[src/rtl/ifu_pkg.sv]
// -----------------------------------------------------------------------------
// ifu_pkg
// Shared types and constants for the instruction fetch unit.
//   WORD_W       : instruction / address width
//   INSTR_BYTES  : bytes per instruction (fetch_pc increment)
//   ifu_state_e  : fetch FSM states
//   fetch_entry_t: prefetch FIFO entry {pc, instr}
// -----------------------------------------------------------------------------
package ifu_pkg;

  localparam int WORD_W      = 32;
  localparam int INSTR_BYTES = 4;

  typedef enum logic [1:0] {
    IDLE = 2'd0,
    RUN  = 2'd1,
    HALT = 2'd2
  } ifu_state_e;

  typedef struct packed {
    logic [WORD_W-1:0] pc;
    logic [WORD_W-1:0] instr;
  } fetch_entry_t;

  // Sequential fetch address; wraps naturally at the top of the address space.
  function automatic logic [WORD_W-1:0] next_pc(input logic [WORD_W-1:0] pc);
    return pc + 32'(INSTR_BYTES);
  endfunction

endpackage

[src/rtl/ifu_prefetch_fifo.sv]
// -----------------------------------------------------------------------------
// ifu_prefetch_fifo
// Small synchronous FIFO holding fetched {pc, instr} entries.
// Ports:
//   clk_i, rst_i        : clock, async active-high reset
//   flush_i             : synchronous flush (empties FIFO, dominates push/pop)
//   push_i / wdata_i    : write an entry (caller guarantees ~full or same-cycle pop)
//   pop_i               : drop the head entry
//   rdata_o             : head entry (storage-registered, holds when empty)
//   full_o / empty_o    : occupancy flags
// DEPTH must be a power of two, >= 2.
// -----------------------------------------------------------------------------
module ifu_prefetch_fifo
  import ifu_pkg::*;
#(
  parameter int DEPTH = 4
) (
  input  logic         clk_i,
  input  logic         rst_i,
  input  logic         flush_i,
  input  logic         push_i,
  input  logic         pop_i,
  input  fetch_entry_t wdata_i,
  output fetch_entry_t rdata_o,
  output logic         full_o,
  output logic         empty_o
);

  localparam int AW = $clog2(DEPTH);
  localparam int CW = AW + 1;

  fetch_entry_t        mem_q [DEPTH];
  logic [AW-1:0]       wr_ptr_q, wr_ptr_d;
  logic [AW-1:0]       rd_ptr_q, rd_ptr_d;
  logic [CW-1:0]       count_q,  count_d;
  logic                wr_en_s;

  assign wr_en_s = push_i & ~flush_i;
  assign full_o  = (count_q == CW'(DEPTH));
  assign empty_o = (count_q == {CW{1'b0}});
  assign rdata_o = mem_q[rd_ptr_q];

  // Next-state for pointers and occupancy count; flush has priority.
  always_comb begin
    wr_ptr_d = wr_ptr_q;
    rd_ptr_d = rd_ptr_q;
    count_d  = count_q;
    if (flush_i) begin
      wr_ptr_d = {AW{1'b0}};
      rd_ptr_d = {AW{1'b0}};
      count_d  = {CW{1'b0}};
    end else begin
      if (push_i) begin
        wr_ptr_d = wr_ptr_q + AW'(1);
      end else begin
        wr_ptr_d = wr_ptr_q;
      end
      if (pop_i) begin
        rd_ptr_d = rd_ptr_q + AW'(1);
      end else begin
        rd_ptr_d = rd_ptr_q;
      end
      // Simultaneous push+pop leaves the count unchanged.
      if (push_i && !pop_i) begin
        count_d = count_q + CW'(1);
      end else if (pop_i && !push_i) begin
        count_d = count_q - CW'(1);
      end else begin
        count_d = count_q;
      end
    end
  end

  // Pointer and count registers.
  always_ff @(posedge clk_i or posedge rst_i) begin
    if (rst_i) begin
      wr_ptr_q <= {AW{1'b0}};
      rd_ptr_q <= {AW{1'b0}};
      count_q  <= {CW{1'b0}};
    end else begin
      wr_ptr_q <= wr_ptr_d;
      rd_ptr_q <= rd_ptr_d;
      count_q  <= count_d;
    end
  end

  // Entry storage; reset to zero so the head reads 0 out of reset.
  always_ff @(posedge clk_i or posedge rst_i) begin
    if (rst_i) begin
      for (int i = 0; i < DEPTH; i++) begin
        mem_q[i] <= '0;
      end
    end else if (wr_en_s) begin
      mem_q[wr_ptr_q] <= wdata_i;
    end
  end

endmodule

[src/rtl/instr_fetch_unit.sv]
// -----------------------------------------------------------------------------
// instr_fetch_unit
// Instruction fetch front end: drives imem_addr_o, captures the same-cycle
// instruction into a prefetch FIFO and hands entries to decode via valid/ready.
// Ports:
//   clk_i, rst_i            : clock, async active-high reset
//   fetch_en_i              : fetch permitted
//   imem_addr_o/imem_instr_i: instruction memory address / same-cycle data
//   instr_valid_o/ready_i   : decode handshake; instr_o/pc_o = FIFO head
//   redirect_i/redirect_pc_i: flush and restart at a new word-aligned PC
//   halt_o                  : fetch halted on a zero word
// Optional feature macro: IFU_ZERO_HALT_EN (halt fetch on a zero instruction
// word; when undefined, zero words are ordinary and halt_o is tied low).
// -----------------------------------------------------------------------------
module instr_fetch_unit
  import ifu_pkg::*;
#(
  parameter int          DEPTH    = 4,
  parameter logic [31:0] RESET_PC = 32'h0000_0000
) (
  input  logic        clk_i,
  input  logic        rst_i,
  input  logic        fetch_en_i,
  output logic [31:0] imem_addr_o,
  input  logic [31:0] imem_instr_i,
  output logic        instr_valid_o,
  input  logic        instr_ready_i,
  output logic [31:0] instr_o,
  output logic [31:0] pc_o,
  input  logic        redirect_i,
  input  logic [31:0] redirect_pc_i,
  output logic        halt_o
);

  ifu_state_e   state_q, state_d;
  logic [31:0]  fetch_pc_q, fetch_pc_d;
  logic         full_s, empty_s;
  logic         can_push_s, push_s, pop_s, zero_hit_s;
  fetch_entry_t wdata_s, rdata_s;
  logic [1:0]   unused_redirect_lsbs;

  assign unused_redirect_lsbs = redirect_pc_i[1:0];

  assign imem_addr_o   = fetch_pc_q;
  // Redirect suppresses the handshake in the same cycle.
  assign instr_valid_o = ~empty_s & ~redirect_i;
  assign pop_s         = instr_valid_o & instr_ready_i;
  // A full FIFO still accepts a word when the head leaves this cycle.
  assign can_push_s    = (state_q == RUN) & fetch_en_i & ~redirect_i & (~full_s | pop_s);

`ifdef IFU_ZERO_HALT_EN
  assign zero_hit_s = can_push_s & (imem_instr_i == 32'h0000_0000);
  assign push_s     = can_push_s & ~zero_hit_s;
  assign halt_o     = (state_q == HALT);
`else
  assign zero_hit_s = 1'b0;
  assign push_s     = can_push_s;
  assign halt_o     = 1'b0;
`endif

  assign wdata_s = '{pc: fetch_pc_q, instr: imem_instr_i};
  assign instr_o = rdata_s.instr;
  assign pc_o    = rdata_s.pc;

  ifu_prefetch_fifo #(
    .DEPTH (DEPTH)
  ) u_fifo (
    .clk_i   (clk_i),
    .rst_i   (rst_i),
    .flush_i (redirect_i),
    .push_i  (push_s),
    .pop_i   (pop_s),
    .wdata_i (wdata_s),
    .rdata_o (rdata_s),
    .full_o  (full_s),
    .empty_o (empty_s)
  );

  // Fetch FSM next state; redirect overrides every state.
  always_comb begin
    state_d = state_q;
    if (redirect_i) begin
      if (fetch_en_i) begin
        state_d = RUN;
      end else begin
        state_d = IDLE;
      end
    end else begin
      case (state_q)
        IDLE: begin
          if (fetch_en_i) begin
            state_d = RUN;
          end else begin
            state_d = IDLE;
          end
        end
        RUN: begin
          if (!fetch_en_i) begin
            state_d = IDLE;
          end else if (zero_hit_s) begin
            state_d = HALT;
          end else begin
            state_d = RUN;
          end
        end
`ifdef IFU_ZERO_HALT_EN
        HALT: begin
          state_d = HALT;
        end
`endif
        default: begin
          state_d = IDLE;
        end
      endcase
    end
  end

  // Next fetch address: redirect target, sequential on push, else hold.
  always_comb begin
    fetch_pc_d = fetch_pc_q;
    if (redirect_i) begin
      fetch_pc_d = {redirect_pc_i[31:2], 2'b00};
    end else if (push_s) begin
      fetch_pc_d = next_pc(fetch_pc_q);
    end else begin
      fetch_pc_d = fetch_pc_q;
    end
  end

  // State and fetch PC registers.
  always_ff @(posedge clk_i or posedge rst_i) begin
    if (rst_i) begin
      state_q    <= IDLE;
      fetch_pc_q <= RESET_PC;
    end else begin
      state_q    <= state_d;
      fetch_pc_q <= fetch_pc_d;
    end
  end

endmodule

[config.mk]
export PLATFORM = sky130hd
export DESIGN_NAME = instr_fetch_unit
export DESIGN_NICKNAME = d
export VERILOG_FILES = /design/src/rtl/ifu_pkg.sv /design/src/rtl/ifu_prefetch_fifo.sv /design/src/rtl/instr_fetch_unit.sv
export SDC_FILE = /design/constraint.sdc
export NUM_CORES = 1
export LEC_CHECK = 0
export BUFFER_PORTS_ARGS = -buffer_cell sky130_fd_sc_hd__buf_4
export CAP_MARGIN = 20
export CORE_MARGIN = 4
export CORE_UTILIZATION = 35
export CTS_BUF_LIST = sky130_fd_sc_hd__clkbuf_16
export DETAILED_ROUTE_END_ITERATION = 8
export SYNTH_ARGS = -nofsm -noshare
export SYNTH_HDL_FRONTEND = slang
export SYNTH_HIERARCHICAL = 1
export SYNTH_SLANG_ARGS = --single-unit
[constraint.sdc]
create_clock -name clk_i -period 22.1 [get_ports clk_i]
set_input_delay 1.105 -clock clk_i [delete_from_list [all_inputs] [get_ports clk_i]]
set_output_delay 1.105 -clock clk_i [all_outputs]
set_load 0.1 [all_outputs]
; ---- Word-level counts from Yosys, hierarchy flattened
; Index checks and enable logic that the tools add are counted.
[totals]
ff_bits = 297
input_bits = 69
out_inout_bits = 98
wordCells = 64
[op_classes]
addsub = 5
order_cmp = 3
eq_ne = 2
muxes = 18
n_bitwise = 12
n_reduce_logical = 11
[op_table]
columns = operator, n
row1 = 256-bit bitwise mux, 1
row2 = 64-bit two-way mux, 3
row3 = 64-bit binary-select mux with 2-bit select, 1
row4 = 64-bit demux with 2-bit select, 1
row5 = 32-bit two-way mux, 2
row6 = 32-bit by 3-bit adder with 32-bit output (second input constant), 1
row7 = 2-bit two-way mux, 6
row8 = 3-bit two-way mux, 3
row9 = 1-bit bitwise AND, 6
row10 = 3-bit >= comparator (second input constant), 2
row11 = 2-bit inverter with 3-bit output, 2
row12 = 2-bit by 1-bit adder with 2-bit output (second input constant), 2
row13 = 2-bit nonzero test, 2
row14 = 3-bit by 1-bit adder with 3-bit output (second input constant), 1
row15 = 3-bit == test (second input constant), 1
row16 = 1-bit logical AND, 3
row17 = 3-bit zero test, 1
row18 = 3-bit by 1-bit < comparator with 1-bit output (second input constant), 1
row19 = 1-bit inverter, 3
row20 = 3-bit nonzero test, 1
row21 = 3-bit by 1-bit subtractor with 3-bit output (second input constant), 1
row22 = 2-bit by 1-bit == test with 1-bit output (second input constant), 1
row23 = 1-bit zero test, 2
row24 = 2-bit zero test, 1
row25 = 3 further kinds, 3

; ---- Logic depth before layout (Yosys ltp)
[logic_depth]
depth_word = 11
mapped_depth = 12

; ---- Hierarchy
; Netlist, hierarchy kept.
[by_module_without_submodules]
columns = mod, n_inst, cells_each, area_each_um2, seq_area_each_um2
row1 = ifu_prefetch_fifo, 1, 662, 12565.8, 6581.3
row2 = instr_fetch_unit, 1, 224, 1945.6, 775.7

; ---- Least setup slack after synthesis
; OpenSTA, ideal clock, no wires.
[synth_path]
path_type = input to register
from = input port redirect_i
to = register u_fifo.count_q[2]
setup_time_ps = 88
arrival_time_ps = 3905
required_ps = 22012
path_slack_ps = 18107
stages = 8
path_buffers = 1
cell_sequence = clkbuf_1 nor2_1 and2_1 nor2b_1 fa_1 and3b_2 o21ai_0 nor3b_1
[synth_via]
elab_chain_cells = 8
[synth_lines]
columns = element, line
row1 = from (decl), instr_fetch_unit.sv:30  ; input logic redirect_i,
row2 = 1-bit inverter *, instr_fetch_unit.sv:46  ; assign instr_valid_o = ~empty_s & ~redirect_i;
row3 = 1-bit bitwise AND *, instr_fetch_unit.sv:46
row4 = net instr_valid_o, instr_fetch_unit.sv:26  ; output logic instr_valid_o,
row5 = 1-bit bitwise AND *, instr_fetch_unit.sv:47  ; assign pop_s = instr_valid_o & instr_ready_i;
row6 = net pop_s, instr_fetch_unit.sv:38  ; logic can_push_s, push_s, pop_s, zero_hit_s;
row7 = 1-bit bitwise OR, instr_fetch_unit.sv:49  ; assign can_push_s = (state_q == RUN) & fetch_en_i & ~redirect_i & (~full_s | pop_s);
row8 = 1-bit bitwise AND, instr_fetch_unit.sv:49
row9 = 1-bit logical AND / 1-bit zero test (equally long branches), "ifu_prefetch_fifo.sv:64, ifu_prefetch_fifo.sv:66"
row10 = 3-bit two-way mux / 1-bit logical AND (equally long branches), "ifu_prefetch_fifo.sv:64, ifu_prefetch_fifo.sv:66"
row11 = 3-bit two-way mux / 3-bit nonzero test (equally long branches), n/a
row12 = to (signal assigned), ifu_prefetch_fifo.sv:79  ; count_q <= {CW{1'b0}};
row13 = to (signal assigned), ifu_prefetch_fifo.sv:83  ; count_q <= count_d;
row14 = to (decl), ifu_prefetch_fifo.sv:35  ; logic [CW-1:0] count_q, count_d;
; Mark *: on every way through the listed nets, which the timed path passes. The rest lies on a longest branch.
; A chain may end at the register's enable or synchronous reset.

; ---- Final worst setup path
[layout_path]
from = register u_fifo.rd_ptr_q[0]
to = output port pc_o[10]
[layout_via]
elab_chain_cells = 4
[layout_lines]
columns = element, line
row1 = from (decl), ifu_prefetch_fifo.sv:34  ; logic [AW-1:0] rd_ptr_q, rd_ptr_d;
row2 = from (signal assigned), ifu_prefetch_fifo.sv:78  ; rd_ptr_q <= {AW{1'b0}};
row3 = from (signal assigned), ifu_prefetch_fifo.sv:82  ; rd_ptr_q <= rd_ptr_d;
row4 = 2-bit inverter with 3-bit output (not written as such), ifu_prefetch_fifo.sv:41  ; assign rdata_o = mem_q[rd_ptr_q];
row5 = 64-bit binary-select mux with 2-bit select, ifu_prefetch_fifo.sv:41
row6 = 64-bit two-way mux (not written as such) (2 in series), ifu_prefetch_fifo.sv:41
row7 = to (decl), instr_fetch_unit.sv:29  ; output logic [31:0] pc_o,
; No other way between the ends. The select of a mux whose other input is x is not followed.

==> qor.txt <==
Hold Fails Final Rpt -> 0
Avg Synthesized Cell Area -> 16.38 um^2
Worst EP arrival -> 3120 ps
Layout area overhead -> 17.91%
Yosys warns -> 6
Worst-path clk slew -> 60 ps
Post-synthesis sequential area ratio -> 0.5070
Routed WL per cell -> 21.33 um
# port buffers -> 161
Post-synthesis async set-or-reset flop share -> 1.000
Grt ovf -> 0
Crit path time final -> 4225 ps
Cell variety after synth -> 55
R2R Path End -> u_fifo/mem_q[148]
DPL Wire Length -> 19370 um
Clk Latency, worst-skew pair -> 530 ps
Chip width -> 211.6 um
CP required -> 21000 ps
CTS Buffer Depth -> 3
Root buffer cell -> clkbuf_16
Register area -> 7365 um^2
CORE AREA -> 40920 um^2
Num rows -> 74
GPL Wtd Cong -> 0.7497
Worst Hold Class -> flip-flop to flip-flop
Final period utilization -> 0.1912
First-iteration detailed-routing DRC count -> 474
Worst Hold Endpoint -> u_fifo/mem_q[59]
Peak Freq -> 0.2367 GHz
Final Setup Violations -> 0
Reg-to-Reg Start -> u_fifo/count_q[0]
Setup TNS -> 0 ps
Die Y -> 211.6 um
# nets final -> 1119
Leak -> 8.527 nW
Fill cells -> 3700
Drt first pass iters -> 4
R2R depth -> 7
Slack of the worst reg-to-reg path -> 18500 ps
PwrDens -> 107.5 nW/um^2
Largest net degree at the start of global routing -> 127
Die ar. -> 44780 um^2
Drc violations -> 0
Crit path max fanout -> 41
Met3 routed WL -> 1893 um
Number of diodes -> 0
Num CTS Buffers -> 35
Cells after Synth -> 886
Crit. End Element -> output port
DR WL met2 -> 15320 um
Peak VDD IR -> 0.05472 mV
Share of cells above drive strength 1 -> 0.5168
Worst hold stages -> 1
Vias per cell -> 5.092
Hold buffers post-CTS -> 0
CP startpoint kind -> flip-flop
Status -> finished clean
I/O Pins -> 167
Total number of vias -> 8158
Max_cap viols -> 0
Slew Limit Fails -> 0
Htree depth -> 2
Synthesized area -> 14510 um^2
Antenna violations before repair -> 0
Hold_sp -> u_fifo/mem_q[59]
EDFF count, synth -> 0
Clock sinks -> 294
CTS resizes -> 0
Design Power -> 1.840 mW
Slew HR -> 0.3635
CTS tree -> yes
Hold_ws -> 497.6 ps
Initial core utilization -> 0.3546
DR top layer -> met4
Setup Buffers After CTS -> 0
Post-route ant nets -> 0
Gr usage total -> 0.1533
CP Class -> flip-flop to output port
Wl on met1 -> 16360 um
First-pass GRT wire length -> 53940 um
Worst slew pin tran -> 954.8 ps
Area of the multi-input gates -> 6641 um^2
Synth Flop Type -> dfrtp_1
Flop and latch count out of synthesis -> 294
Total Routed Length -> 34160 um
Unrepaired setup endpoints after global routing -> no
Final clock skew -> 13.73 ps
Number of global-route vias before repair -> 8769
==> power by group <==
group          switching, mW  total, mW  internal, mW
Sequential            0.0523      0.653         0.600
Combinational          0.428      0.618         0.191
Clock                  0.232      0.569         0.337
Total                  0.712       1.84          1.13
==> synth_stat cells, types with 8 or more instances <==
master / number / area [um^2]
nor2b_1: 8 / 50.05
mux4_2: 64 / 1441
nand3_1: 13 / 65.06
nand4_1: 9 / 56.30
nand2_1: 38 / 142.6
nor2_1: 17 / 63.81
o21ai_0: 22 / 110.1
buf_6: 19 / 214.0
mux2_2: 16 / 180.2
clkbuf_1: 8 / 30.03
buf_2: 13 / 65.06
dfrtp_1: 294 / 7357
mux2_4: 240 / 3603
==> worst max-delay path, cell delays in order (launching register included) <==
cell and delay, ps:
dfrtp_4 800, buf_4 760, mux4_2 640, buf_4 250
==> registers in the layout, indices dropped and copies added (netlist names) <==
register,cells
imem_addr_o,30
u_fifo/wr_ptr_q,2
u_fifo/mem_q,256
u_fifo/count_q,3
state_q,1
u_fifo/rd_ptr_q,2
==> metrics by stage <==
stage                     worst slack, ps  std cells  utilization  area (um^2)
after detailed placement            17590       1538       0.3900        15960
final                               17880       1602       0.4181        17110
after CTS                           17800       1601       0.4174        17080
after floorplan                     13750        896            -        14550
after global placement              17630       1538       0.3900        15960
after global routing                17690       1602       0.4181        17110
==> worst max-delay path by stage <==
stage | start | endpoint | cells after the start
3_5_place_dp | redirect_i | u_fifo/mem_q[189] | 6
2_1_floorplan | rst_i | u_fifo/count_q[0] | 1
6_report | u_fifo/rd_ptr_q[0] | pc_o[10] | 3
5_1_grt | u_fifo/rd_ptr_q[0] | pc_o[10] | 3
4_1_cts | u_fifo/rd_ptr_q[0] | pc_o[0] | 3
3_3_place_gp | redirect_i | u_fifo/mem_q[253] | 6
==> cells in the final DEF, fill, tap and decap left out, types with 4 or more instances in the layout <==
cell type,instances
a221o_1,5
a31oi_1,5
and2_1,4
and3_1,4
and4_1,5
buf_4,166
clkbuf_16,37
clkinv_1,4
clkinv_2,7
conb_1,11
dfrtp_1,292
ha_1,5
inv_1,15
mux2_2,16
mux2_4,240
mux4_2,64
nand2_1,38
nand2_8,4
nand2b_1,4
nand3_1,13
nand4_1,9
nor2_1,17
nor2b_1,8
nor3_1,5
o211ai_1,4
o21ai_0,22
o311ai_0,6
o311ai_1,4
xnor2_1,5
xor2_1,4
==> cells by family after synthesis <==
family	synth area share
flops	0.5070
compound gates	0.02854
other cells	0.0002584
buf+inv	0.03794
xor+xnor	0.005432
simple gates	0.05303
fa+ha+maj	0.005691
mux	0.3621
==> layout make-up <==
class	instances	share of cell area
multi-input combinational	537	0.3882
sequential	294	0.4304
clock inverter	26	0.01155
clock buffer	37	0.05411
tap	532	0.03890
inverter	9	0.002413
timing repair buffer	167	0.07444
==> layer usage <==
layer / track usage / up-vias
met2: 0.2288 / 218
met5: 0 / -
met1: 0.2272 / 4293
li1: - / 3606
met4: 0.04154 / 0
met3: 0.03364 / 41
Power figures use the tool's default switching activity.
